[config.mk]
export PLATFORM = sky130hd
export DESIGN_NAME = uart_tx_frame_flat
export DESIGN_NICKNAME = d
export VERILOG_FILES = /design/src/rtl/uart_tx_frame_if.sv /design/src/rtl/uart_tx_frame.sv /design/src/flat_wrapper.sv
export SDC_FILE = /design/constraint.sdc
export NUM_CORES = 1
export LEC_CHECK = 0
export BUFFER_PORTS_ARGS = -buffer_cell sky130_fd_sc_hd__clkbuf_2
export CAP_MARGIN = 20
export CELL_PAD_IN_SITES_DETAIL_PLACEMENT = 0
export CELL_PAD_IN_SITES_GLOBAL_PLACEMENT = 1
export CORE_ASPECT_RATIO = 1.5
export CORE_MARGIN = 5
export CORE_UTILIZATION = 40
export DETAILED_ROUTE_END_ITERATION = 16
export PLACE_DENSITY = 0.71
export SLEW_MARGIN = 10
export SYNTH_ARGS = -nofsm -noshare
export SYNTH_HDL_FRONTEND = slang
export SYNTH_SLANG_ARGS = --single-unit
export TNS_END_PERCENT = 30
[constraint.sdc]
create_clock -name clk -period 3.6 [get_ports clk]
set_input_delay 0.54 -clock clk [delete_from_list [all_inputs] [get_ports clk]]
set_output_delay 0.54 -clock clk [all_outputs]
set_load 0.05 [all_outputs]
[src/rtl/uart_tx_frame_if.sv]
// Producer-side handshake and serial-line bundle for uart_tx_frame; brk exists only with UART_TX_BREAK_EN.
interface uart_tx_frame_if #(
   parameter int DATA_BITS = 8
);
   logic                 Req;
   logic [DATA_BITS-1:0] char;
   logic                 RxD;
   logic                 Ack;
   logic                 busy;
`ifdef UART_TX_BREAK_EN
   logic                 brk;

   modport master (output Req, char, brk, input RxD, Ack, busy);
   modport slave  (input Req, char, brk, output RxD, Ack, busy);
`else
   modport master (output Req, char, input RxD, Ack, busy);
   modport slave  (input Req, char, output RxD, Ack, busy);
`endif
endinterface

[src/rtl/uart_tx_frame.sv]
// Parametrised UART sender with four-phase Req/Ack; UART_TX_BREAK_EN adds a brk input for line breaks.
// Latency: start bit appears one clock after Req is accepted; Ack rises one clock after the last stop bit.
// Backpressure: busy holds off new frames; Ack stays high until the producer drops Req.
module uart_tx_frame #(
   parameter int CLKS_PER_BIT = 8,
   parameter int DATA_BITS    = 8,
   parameter int PARITY       = 0,
   parameter int STOP_BITS    = 2
) (
   input  logic           clk,
   input  logic           clr,
   uart_tx_frame_if.slave bus
);
   localparam int CW = $clog2(CLKS_PER_BIT);
   localparam int BW = $clog2(DATA_BITS + 1);
   localparam logic [CW-1:0] CNT_LAST  = CW'(CLKS_PER_BIT - 1);
   localparam logic [BW-1:0] DATA_LAST = BW'(DATA_BITS - 1);
   localparam logic [BW-1:0] STOP_LAST = BW'(STOP_BITS - 1);

`ifdef UART_TX_BREAK_EN
   typedef enum logic [2:0] {IDLE, START, DATA, PAR, STOP, ACK, BRK, MAB} state_t;
`else
   typedef enum logic [2:0] {IDLE, START, DATA, PAR, STOP, ACK} state_t;
`endif

   state_t               state, state_nxt;
   logic [CW-1:0]        cnt, cnt_nxt;
   logic [BW-1:0]        idx, idx_nxt;
   logic [DATA_BITS-1:0] sh, sh_nxt;
   logic                 par, par_nxt;
   logic                 rxd_q, rxd_nxt;
   logic                 ack_q, ack_nxt;
   logic                 busy_q, busy_nxt;
   logic                 tick, timed, take;

   always_ff @(posedge clk) begin
      if (clr) begin
         state  <= IDLE;
         cnt    <= '0;
         idx    <= '0;
         sh     <= '0;
         par    <= 1'b0;
         rxd_q  <= 1'b1;
         ack_q  <= 1'b0;
         busy_q <= 1'b0;
      end else begin
         state  <= state_nxt;
         cnt    <= cnt_nxt;
         idx    <= idx_nxt;
         sh     <= sh_nxt;
         par    <= par_nxt;
         rxd_q  <= rxd_nxt;
         ack_q  <= ack_nxt;
         busy_q <= busy_nxt;
      end
   end

   // RxD is registered from the current state, so the line lags the state by one clock.
   always_comb begin
      state_nxt = state;
      cnt_nxt   = cnt;
      idx_nxt   = idx;
      sh_nxt    = sh;
      par_nxt   = par;
      rxd_nxt   = 1'b1;
      ack_nxt   = 1'b0;
      busy_nxt  = busy_q;
      tick      = (cnt == CNT_LAST);
      timed     = 1'b0;
      take      = 1'b0;

      case (state)
         IDLE: begin
`ifdef UART_TX_BREAK_EN
            if (bus.brk) begin
               state_nxt = BRK;
               rxd_nxt   = 1'b0;
               busy_nxt  = 1'b1;
            end else begin
               take = bus.Req;
            end
`else
            take = bus.Req;
`endif
         end
         START: begin
            timed   = 1'b1;
            rxd_nxt = 1'b0;
            if (tick) begin
               idx_nxt   = '0;
               state_nxt = DATA;
            end
         end
         DATA: begin
            timed   = 1'b1;
            rxd_nxt = sh[0];
            if (tick) begin
               sh_nxt  = sh >> 1;
               idx_nxt = idx + 1'b1;
               if (idx == DATA_LAST) begin
                  idx_nxt   = '0;
                  state_nxt = (PARITY != 0) ? PAR : STOP;
               end
            end
         end
         PAR: begin
            timed   = 1'b1;
            rxd_nxt = par;
            if (tick) begin
               idx_nxt   = '0;
               state_nxt = STOP;
            end
         end
         STOP: begin
            timed = 1'b1;
            if (tick) begin
               idx_nxt = idx + 1'b1;
               if (idx == STOP_LAST) begin
                  idx_nxt   = '0;
                  state_nxt = ACK;
               end
            end
         end
         ACK: begin
            ack_nxt = 1'b1;
            // Release only once Ack is visible and the producer has let go of Req.
            if (ack_q && !bus.Req) begin
               ack_nxt   = 1'b0;
               busy_nxt  = 1'b0;
               state_nxt = IDLE;
            end
         end
`ifdef UART_TX_BREAK_EN
         BRK: begin
            busy_nxt = 1'b1;
            if (bus.brk) begin
               rxd_nxt = 1'b0;
            end else begin
               cnt_nxt   = '0;
               state_nxt = MAB;
            end
         end
         MAB: begin
            timed = 1'b1;
            if (tick) begin
               if (bus.Req) begin
                  take = 1'b1;
               end else begin
                  busy_nxt  = 1'b0;
                  state_nxt = IDLE;
               end
            end
         end
`endif
         default: state_nxt = IDLE;
      endcase

      if (timed) begin
         cnt_nxt = tick ? '0 : cnt + 1'b1;
      end

      if (take) begin
         state_nxt = START;
         sh_nxt    = bus.char;
         par_nxt   = (PARITY == 1) ? ~^bus.char : ^bus.char;
         cnt_nxt   = '0;
         idx_nxt   = '0;
         busy_nxt  = 1'b1;
      end
   end

   assign bus.RxD  = rxd_q;
   assign bus.Ack  = ack_q;
   assign bus.busy = busy_q;
endmodule

[src/flat_wrapper.sv]
// flat-port wrapper written by rule: the top's interface ports become plain ports
module uart_tx_frame_flat 
#(
   parameter int CLKS_PER_BIT = 8,
   parameter int DATA_BITS    = 8,
   parameter int PARITY       = 0,
   parameter int STOP_BITS    = 2
)
  (clk, clr, bus_Req, bus_char, bus_RxD, bus_Ack, bus_busy);
  uart_tx_frame_if #(.DATA_BITS(DATA_BITS)) bus_i ();
  input  logic clk;
  input  logic clr;
  input wire logic [$bits(bus_i.Req)-1:0] bus_Req;
  input wire logic [$bits(bus_i.char)-1:0] bus_char;
  output wire logic [$bits(bus_i.RxD)-1:0] bus_RxD;
  output wire logic [$bits(bus_i.Ack)-1:0] bus_Ack;
  output wire logic [$bits(bus_i.busy)-1:0] bus_busy;
  assign bus_i.Req = bus_Req;
  assign bus_i.char = bus_char;
  assign bus_RxD = bus_i.RxD;
  assign bus_Ack = bus_i.Ack;
  assign bus_busy = bus_i.busy;
  uart_tx_frame #(.CLKS_PER_BIT(CLKS_PER_BIT), .DATA_BITS(DATA_BITS), .PARITY(PARITY), .STOP_BITS(STOP_BITS)) u_core (.clk(clk), .clr(clr), .bus(bus_i));
endmodule
Word-level counts from Yosys, hierarchy flattened
Cells that the tools add are included.

Flip-flop bits (word level): 22. Bits of input ports: 11. Output and inout bits: 3. Word-level logic and storage cells: 81.

Add/subtract/negate cells: 2. Equality and inequality tests: 24. Multiplexer cells: 26. Bitwise operators: 2. Reduce and logical (&&, ||, !) cells: 18.

Operators by type and width (count): 3-bit 2-to-1 mux (8); 8-bit 2-to-1 mux (3); 3-bit by 1-bit inequality test with 1-bit output, second input constant (7); 4-bit 2-to-1 mux (5); 2-bit by 1-bit inequality test with 1-bit output, second input constant (9); 3-bit case mux with 6 select lines (1); 8-bit AND reduction (2); 4-bit case mux with 3 select lines (1); 3-bit == test, second input constant (3); 2-bit nonzero test (4); 8-bit XOR reduction (1); 1-bit 2-to-1 mux (7); 3-bit by 2-bit == test with 1-bit output, second input constant (2); 2-bit OR reduction (3); 4-bit by 1-bit adder with 4-bit output, second input constant (1); 4-bit by 1-bit == test with 1-bit output, second input constant (1); 4-bit by 3-bit == test with 1-bit output, second input constant (1); 2-bit AND reduction (2); 4-bit AND reduction (1); 4-bit OR reduction (1); 3-bit by 1-bit adder with 3-bit output, second input constant (1); 3-bit by 1-bit == test with 1-bit output, second input constant (1); 3-bit logical NOT (1); 1-bit case mux with 3 select lines (1); 4 further kinds (5).

Longest topological paths before layout
Gate-level depths: netlist of run 1.

Depth after elaboration: 5. Depth in mapped cells: 8. Gate-level depth less buffers: 6.

Least setup slack after synthesis of run 1
No wires, ideal clock.

Kind: reg-to-reg. From: register u_core.cnt[1]. To: register u_core.sh[4]. Library setup time: 80 ps. Data arrival time: 1504 ps. Data required time: 3520 ps. Setup slack: 2016 ps. Stages on the path, launching flop included: 9. Path buffers: 2. Clock period less this slack: 1584 ps. Path through: dfxtp_1 > ha_1 > ha_1 > clkbuf_2 > mux2i_1 > nor3_4 > buf_6 > nor2_1 > a211oi_2.

Cells in the longest elaborated chain, start to end: 3.

Ends and longest elaborated chain: from (decl) (RTL line uart_tx_frame.sv:27) `logic [CW-1:0] cnt, cnt_nxt;`; from (signal assigned) (RTL line uart_tx_frame.sv:48) `cnt <= cnt_nxt;`; 3-bit == test (RTL line uart_tx_frame.sv:68) `tick = (cnt == CNT_LAST);`; 2-bit nonzero test (no line); 2-bit AND reduction (no line); to (signal assigned) (RTL line uart_tx_frame.sv:50) `sh <= sh_nxt;`; to (decl) (RTL line uart_tx_frame.sv:29) `logic [DATA_BITS-1:0] sh, sh_nxt;`.

Every way passes these cells. A chain may end at the register's enable or synchronous reset.

Worst setup path in the final report of run 1
From: register u_core.cnt[1]. To: register u_core.sh[0].

The elaborated chain is that of the path after synthesis.

==> reports/qor_table.md, run 1 <==
| Metric | Value | Unit |
|---|---|---|
| Number of iterations in the first detailed-routing pass | 4 | - |
| Capturing element of the worst setup path | u_core.sh[0] | - |
| Post-route design area | 1386 | µm² |
| Number of sinks handled by clock tree synthesis | 22 | - |
| Final period utilization | 0.5437 | - |
| Worst Tran Pin Value | 0.7697 | ns |
| Endpoints failing setup | 0 | - |
| DRT met1 WL | 900 | µm |
| Height of the die | 79.45 | µm |
| Hold-critical path depth | 2 | - |
| Final ANT Viol Nets | 0 | - |
| Total core area | 3128 | µm² |
| Min Tclk post-route | 1.957 | ns |
| Sequential Power Share | 0.502 | - |
| Filler Cell Count | 324 | - |
| Kind of capture point of the worst setup path | flop | - |
| DP HPWL | 1.878 | mm |
| Sequential Area | 440.4 | µm² |
| Die span in x | 56.30 | µm |
| Global-route wire length before repair | 4.105 | mm |
| Max-slew headroom at the worst pin | 0.4847 | - |
| Routed length on met3 | 80 | µm |
| Power Dens Cells | 384.2 | nW/µm² |
| Layout cells sized above 1 | 0.2260 | - |
| Post-detailed-placement cell area | 1331 | µm² |
| Worst path cell trace | ha_1 -> ha_1 -> mux2i_1 -> nor3_4 -> nor2_1 -> a211oi_2 | - |
| Category of the worst setup path launch point | flop | - |
| Weighted congestion reported at the end of routability-driven placement | 0.7682 | - |
| Amount of wire on met2 after detailed routing | 1.382 | mm |
| Setup repair after global routing missed its margin | no | - |
| Avg Vias per Cell | 5.274 | - |
| Worst vdd rail ir drop | 0.2204 | mV |
| Synthesis warning total | 0 | - |
| Port Buffer Count | 13 | - |
| Worst setup slack before clock tree synthesis | 1.597 | ns |
| Reg-to-reg setup timing slack | 1.64 | ns |
| Cell area after synthesis | 1286 | µm² |
| Post CTS Setup Buffer Count | 0 | - |
| Arrival time of the worst setup path | 2.14 | ns |
| Setup TNS | 0 | ns |
| Int Power | 0.3938 | mW |
| Total power of the final layout | 0.5327 | mW |
| Clock network fraction of total power | 0.331 | - |
| Most numerous cell on the critical path | sky130_fd_sc_hd__ha_1 | - |
| Average footprint of a synthesized cell | 9.389 | µm² |
| Required time of the critical path | 3.78 | ns |
| Via count of the first global-routing pass | 1026 | - |
| Delay contributed by the slowest stage of the critical path | 0.53 | ns |
| Buf/Inv on CP | 0 | - |
| Critical register-to-register path endpoint | u_core.sh[0] | - |
| H-Tree Depth | 1 | - |
| Number of antenna diodes | 0 | - |
| Worst-case clock buffer depth | 2 | - |
| Final-stage net count | 162 | - |
| Max capacitance violation total | 0 | - |
| Flop and latch count out of synthesis | 22 | - |
| Clk_skew | 0.004226 | ns |
| Synth Instances | 137 | - |
| Die ar. | 4473 | µm² |
| Switching share of power | 0.2608 | - |
| I/O pins | 14 | - |
| Leak Pwr | 0.5161 | nW |
| Source-to-sink clock delay at the later pin of the worst-skew pair | 0.26 | ns |
| Global-route total usage across every layer | 0.1133 | - |
| Clock-pin slew on the worst setup and hold paths | 0.08 | ns |
| Number of different library cells in the post-synthesis netlist | 38 | - |
| Stages on worst setup path | 6 | - |
| Combinational power share | 0.167 | - |
| Power spent charging and discharging nets | 0.1389 | mW |
| TritonCTS Buffers | 3 | - |
| Path type of the worst setup path | reg2reg | - |
| Remaining global-route overflow | 0 | - |
| Run status | finished, final reports clean | - |
| Cell family with the largest share of critical-path delay | simple AND/OR/NAND/NOR gates | - |
| Number of max-slew violations in the final report | 0 | - |
| Worst reg-to-reg path cell count | 6 | - |
| Starting density of the core | 0.4112 | - |
| Syn nets | 152 | - |
| Number of rows in the core area | 25 | - |
| Hold bufs inserted after CTS | 0 | - |
| Top layer in use | met4 | - |
| # resized after CTS | 0 | - |
| Count of routing violations after the opening detailed-route iteration | 11 | - |
| Worst Slack Setup Final | 1.643 | ns |
| Clock tree from TritonCTS | yes | - |
| Routed WL per cell | 12.88 | µm |
| Multi-input combinational cell area | 760.7 | µm² |
| Final Routed Wirelength | 2.395 | mm |
| Maximum operating frequency | 510.9 | MHz |
| Largest net degree at the start of global routing | 17 | - |
| Count of endpoints failing hold in the final timing report | 0 | - |
| Residual DRC | 0 | - |
| Via total after detailed routing | 981 | - |
| Cell with the largest stage delay on the worst path | sky130_fd_sc_hd__nor3_4 | - |
| CTS root buffer | sky130_fd_sc_hd__clkbuf_8 | - |
| Sequential share of the synthesized area | 0.3424 | - |
| Launch point of the worst hold path | u_core.sh[7] | - |
| Critical path origin | u_core.cnt[1] | - |
| Worst flop-to-flop path startpoint | u_core.cnt[1] | - |
| Worst-path fanout max | 15 | - |
| Area added between synthesis and finish | 7.782 | % |
| Antenna violations before repair | 0 | - |
| Worst min-delay path class | reg2reg | - |
[stage by stage]
stage | std cells | hold WS, ns | utilization
after floorplan | 137 | 0.4497 | -
after global placement | 182 | 0.4678 | 0.4256
after detailed placement | 182 | 0.4628 | 0.4256
after CTS | 186 | 0.4768 | 0.4432
after global routing | 186 | 0.4936 | 0.4432
final | 186 | 0.4775 | 0.4432
[power by group through the flow]
| stage | combinational [mW] | clock, mW | sequential, mW |
|---|---|---|---|
| CTS | 0.0908 | 0.184 | 0.268 |
| floorplan | 0.0758 | 0 | 0.275 |
| global placement | 0.0887 | 0 | 0.273 |
| global route | 0.0978 | 0.191 | 0.270 |
| finish | 0.0889 | 0.176 | 0.268 |
| detailed placement | 0.0906 | 0 | 0.274 |
[worst min path at each step]
stage / to / slack [ns]
global route: u_core.sh[7] / 0.49
CTS: u_core.sh[7] / 0.48
finish: u_core.sh[7] / 0.48
floorplan: u_core.sh[7] / 0.45
detailed placement: u_core.sh[7] / 0.46
global placement: u_core.sh[7] / 0.47
[synthesized netlist by cell type]
cell                        count  area, µm²
sky130_fd_sc_hd__nor4b_1        1      8.760
sky130_fd_sc_hd__o21ai_1        1      5.000
sky130_fd_sc_hd__a211oi_2       9      112.6
sky130_fd_sc_hd__nor3_1         4      20.02
sky130_fd_sc_hd__buf_2          1      5.000
sky130_fd_sc_hd__o32ai_1        1      8.760
sky130_fd_sc_hd__a31oi_1        1      6.260
sky130_fd_sc_hd__nand3_2        1      10.01
sky130_fd_sc_hd__or3_1          2      12.51
sky130_fd_sc_hd__xnor2_1        7      61.31
sky130_fd_sc_hd__o2111ai_1      1      8.760
sky130_fd_sc_hd__a211oi_1       1      7.510
sky130_fd_sc_hd__nand3_1        2      10.01
sky130_fd_sc_hd__clkbuf_2       1      5.000
sky130_fd_sc_hd__nand2_1       10      37.54
sky130_fd_sc_hd__nand2b_4       1      13.76
sky130_fd_sc_hd__a22oi_1        1      7.510
sky130_fd_sc_hd__a21oi_1        7      35.03
sky130_fd_sc_hd__ha_1           4      50.05
sky130_fd_sc_hd__nor2b_1        2      12.51
sky130_fd_sc_hd__o21a_1         1      7.510
sky130_fd_sc_hd__a21oi_2        1      8.760
sky130_fd_sc_hd__and2_1         1      6.260
sky130_fd_sc_hd__nand2b_1       2      12.51
sky130_fd_sc_hd__nor2_1        18      67.56
sky130_fd_sc_hd__clkbuf_1       1      3.750
sky130_fd_sc_hd__nor4_2         1      12.51
sky130_fd_sc_hd__nor3b_1        1      7.510
sky130_fd_sc_hd__buf_6          5      56.30
sky130_fd_sc_hd__o21ai_0        4      20.02
sky130_fd_sc_hd__nor4b_4        1      23.77
sky130_fd_sc_hd__o211ai_1       2      15.01
sky130_fd_sc_hd__mux2i_1       12      120.1
sky130_fd_sc_hd__and3b_1        1      8.760
sky130_fd_sc_hd__dfxtp_1       22      440.4
sky130_fd_sc_hd__nor2_2         1      6.260
sky130_fd_sc_hd__inv_1          4      15.01
sky130_fd_sc_hd__nor3_4         1      16.27
[cell type report]
type	count	share of cell area
inverters	4	0.01083
flip-flops and latches	22	0.3177
clock buffers	4	0.03971
repair buffers	13	0.04693
multi-input cells	103	0.5487
well taps	40	0.03610
[cells in the final DEF (no fill, tap or decap), drive strengths merged]
master	count
dfxtp	22
nor2	19
clkbuf	17
mux2i	12
nand2	10
a211oi	10
a21oi	8
xnor2	7
o21ai	5
nor3	5
inv	4
ha	4
nand2b	3
nand3	3
or3	2
o211ai	2
nor2b	2
nor4b	2
and2	1
a22oi	1
o32ai	1
nor4	1
and3b	1
o2111ai	1
a31oi	1
nor3b	1
o21a	1
[routing by layer]
layer  vias to the layer above  track usage
met5                         -            0
met2                        11       0.2342
met4                         0      0.04276
li1                        501            -
met1                       464       0.1036
met3                         5      0.02427
[state kept, by name, summed over array words and instances (netlist names)]
register / cells
u_core.bus.Ack: 1
u_core.bus.busy: 1
u_core.state: 3
u_core.bus.RxD: 1
u_core.idx: 4
u_core.par: 1
u_core.cnt: 3
u_core.sh: 8
[worst register-to-register path, stage by stage (launching register included)]
cell and delay [ns]:
sky130_fd_sc_hd__dfxtp_1 0.38, sky130_fd_sc_hd__ha_1 0.17, sky130_fd_sc_hd__ha_1 0.31, sky130_fd_sc_hd__mux2i_1 0.17
sky130_fd_sc_hd__nor3_4 0.53, sky130_fd_sc_hd__nor2_1 0.11, sky130_fd_sc_hd__a211oi_2 0.21
[cell families after synthesis]
group / synth area share
multiplexers: 0.09339
XOR/XNOR: 0.04767
buffers and inverters: 0.06613
AO/OA/AOI/OAI: 0.1887
adder cells (fa/ha/maj): 0.03891
AND/OR/NAND/NOR: 0.2228
flip-flops: 0.3424
Power figures use the tool's default switching activity.
==> inputs of run 2 (changes only) <==
Settings changed: PLACE_DENSITY 0.71 to 0.73.
Clock period 3.6 ns to 1.7 ns, I/O delays scaled along.
==> reports/qor_table.md, run 2 (synthesis gave the netlist of run 1 again) <==
| Metric | Value | Unit |
|---|---|---|
| Run status | finished, final reports clean | - |
| Delay contributed by the slowest stage of the critical path | 0.39 | ns |
| Source-to-sink clock delay at the later pin of the worst-skew pair | 0.26 | ns |
| Worst min-delay path class | in2reg | - |
| Final ANT Viol Nets | 0 | - |
| Filler Cell Count | 344 | - |
| Required time of the critical path | 1.89 | ns |
| I/O pins | 14 | - |
| TritonCTS Buffers | 3 | - |
| Number of rows in the core area | 25 | - |
| Layout cells sized above 1 | 0.2614 | - |
| Number of max-slew violations in the final report | 0 | - |
| Sequential Power Share | 0.516 | - |
| Final period utilization | 0.9150 | - |
| Total core area | 3128 | µm² |
| Antenna violations before repair | 0 | - |
| Endpoints failing setup | 0 | - |
| Arrival time of the worst setup path | 1.75 | ns |
| Post CTS Setup Buffer Count | 0 | - |
| Setup repair after global routing missed its margin | no | - |
| Power spent charging and discharging nets | 0.2923 | mW |
| Die span in x | 56.30 | µm |
| Most numerous cell on the critical path | sky130_fd_sc_hd__ha_1 | - |
| Worst path cell trace | ha_1 -> ha_1 -> buf_4 -> inv_1 -> o32ai_1 -> mux2i_1 | - |
| Leak Pwr | 0.5536 | nW |
| Die ar. | 4473 | µm² |
| Count of routing violations after the opening detailed-route iteration | 8 | - |
| Worst reg-to-reg path cell count | 6 | - |
| Power Dens Cells | 755.5 | nW/µm² |
| Final-stage net count | 170 | - |
| Most frequent standard cell in the layout excluding fill and tap cells | sky130_fd_sc_hd__dfxtp_1 | - |
| Combinational power share | 0.190 | - |
| Area added between synthesis and finish | 12.35 | % |
| Endpoint with the worst hold slack | u_core.sh[7] | - |
| Number of flip-flops in the largest register | 8 | - |
| Starting density of the core | 0.4112 | - |
| Switching share of power | 0.2677 | - |
| Category of the worst setup path launch point | flop | - |
| Kind of capture point of the worst setup path | flop | - |
| Post-route design area | 1445 | µm² |
| Hold-critical path depth | 3 | - |
| Clk_skew | 0.004740 | ns |
| Worst-path fanout max | 7 | - |
| Residual DRC | 0 | - |
| DP HPWL | 1.936 | mm |
| Final Routed Wirelength | 2.390 | mm |
| Clock-pin slew on the worst setup and hold paths | 0.08 | ns |
| Number of sinks handled by clock tree synthesis | 22 | - |
| Launch point of the worst hold path | bus_char[7] | - |
| Critical register-to-register path endpoint | u_core.state[0] | - |
| Avg Vias per Cell | 5.093 | - |
| Max-slew headroom at the worst pin | 0.6951 | - |
| Clock network fraction of total power | 0.294 | - |
| Setup TNS | 0 | ns |
| Min Tclk post-route | 1.555 | ns |
| Path type of the worst setup path | reg2reg | - |
| Worst flop-to-flop path startpoint | u_core.cnt[1] | - |
| Height of the die | 79.45 | µm |
| Count of endpoints failing hold in the final timing report | 0 | - |
| Hold bufs inserted after CTS | 0 | - |
| Worst-case clock buffer depth | 2 | - |
| Worst vdd rail ir drop | 0.4473 | mV |
| Largest net degree at the start of global routing | 16 | - |
| Routed WL per cell | 12.38 | µm |
| Cell with the largest stage delay on the worst path | sky130_fd_sc_hd__dfxtp_1 | - |
| Worst Slack Setup Final | 0.1445 | ns |
| Max capacitance violation total | 0 | - |
| CTS root buffer | sky130_fd_sc_hd__clkbuf_8 | - |
| # resized after CTS | 0 | - |
| Worst Tran Pin Value | 0.4568 | ns |
| Post-layout instance count excluding filler cells | 193 | - |
| Port Buffer Count | 13 | - |
| Worst setup slack before clock tree synthesis | 0.1539 | ns |
| Via count of the first global-routing pass | 1024 | - |
| Total power of the final layout | 1.092 | mW |
| Global-route wire length before repair | 4.278 | mm |
| Registers with the highest flip-flop counts | u_core.sh (8), u_core.idx (4) | - |
| Post-detailed-placement cell area | 1404 | µm² |
| H-Tree Depth | 1 | - |
| Maximum operating frequency | 642.9 | MHz |
| Remaining global-route overflow | 0 | - |
| Most frequent cells in the layout | sky130_fd_sc_hd__dfxtp_1 (22), sky130_fd_sc_hd__nor2_1 (18), sky130_fd_sc_hd__clkbuf_2 (13) | - |
| Reg-to-reg setup timing slack | 0.14 | ns |
| Via total after detailed routing | 983 | - |
| Weighted congestion reported at the end of routability-driven placement | 0.7908 | - |
| Clock tree from TritonCTS | yes | - |
| Most flop-heavy register | u_core.sh | - |
| Number of placed instances with taps included | 190 | - |
| Number of iterations in the first detailed-routing pass | 3 | - |
| Global-route total usage across every layer | 0.1193 | - |
| Int Power | 0.7995 | mW |
| Number of antenna diodes | 0 | - |
## run 2: how the worst max path moves through the flow
stage / from / end / slack, ns / cells past startpoint
3_3_place_gp: u_core.cnt[1] / u_core.state[0] / 0.19 / 6
6_report: u_core.cnt[1] / u_core.state[0] / 0.14 / 6
3_5_place_dp: u_core.cnt[1] / u_core.state[0] / 0.15 / 6
4_1_cts: u_core.cnt[1] / u_core.state[0] / 0.12 / 6
2_1_floorplan: u_core.cnt[1] / u_core.sh[4] / 0.12 / 8
5_1_grt: u_core.cnt[1] / u_core.state[0] / 0.04 / 6
## run 2: worst max-delay path: cells and delay by family (launching register included)
family          cells  cell delay, ns
mux                 1            0.21
buf+inv             2            0.24
compound gates      1            0.32
flops               1            0.39
fa+ha+maj           2            0.33
## run 2: layout make-up
| class | count | area, µm² | share of cell area |
|---|---|---|---|
| clock buffers | 3 | 41.29 | 0.02857 |
| inverters | 4 | 15.01 | 0.01039 |
| multi-input cells | 103 | 760.7 | 0.5264 |
| flip-flops and latches | 22 | 440.4 | 0.3048 |
| well taps | 40 | 50.05 | 0.03463 |
| repair buffers | 21 | 137.6 | 0.09524 |
## run 2: power by group through the flow
| stage | Combinational (mW) | Clock [mW] | Sequential (mW) |
|---|---|---|---|
| after floorplan | 0.161 | 0 | 0.582 |
| after global placement | 0.209 | 0 | 0.575 |
| after detailed placement | 0.212 | 0 | 0.576 |
| after CTS | 0.212 | 0.337 | 0.563 |
| after global routing | 0.231 | 0.363 | 0.567 |
| final | 0.207 | 0.321 | 0.563 |
## run 2: per-layer routing
metal  vias to the layer above  routed length (µm)  track usage
met1                       452                 896       0.1193
met5                         -                   0            0
li1                        517                   -            -
met2                        10                1384       0.2307
met3                         4                  67      0.02265
met4                         0                  42      0.05701
## run 2: through the flow
step	hold slack [ns]	util
finish	0.2493	0.4620
global route	0.2732	0.4620
CTS	0.2453	0.4620
detailed placement	0.4649	0.4488
global placement	0.4643	0.4488
floorplan	0.3278	-
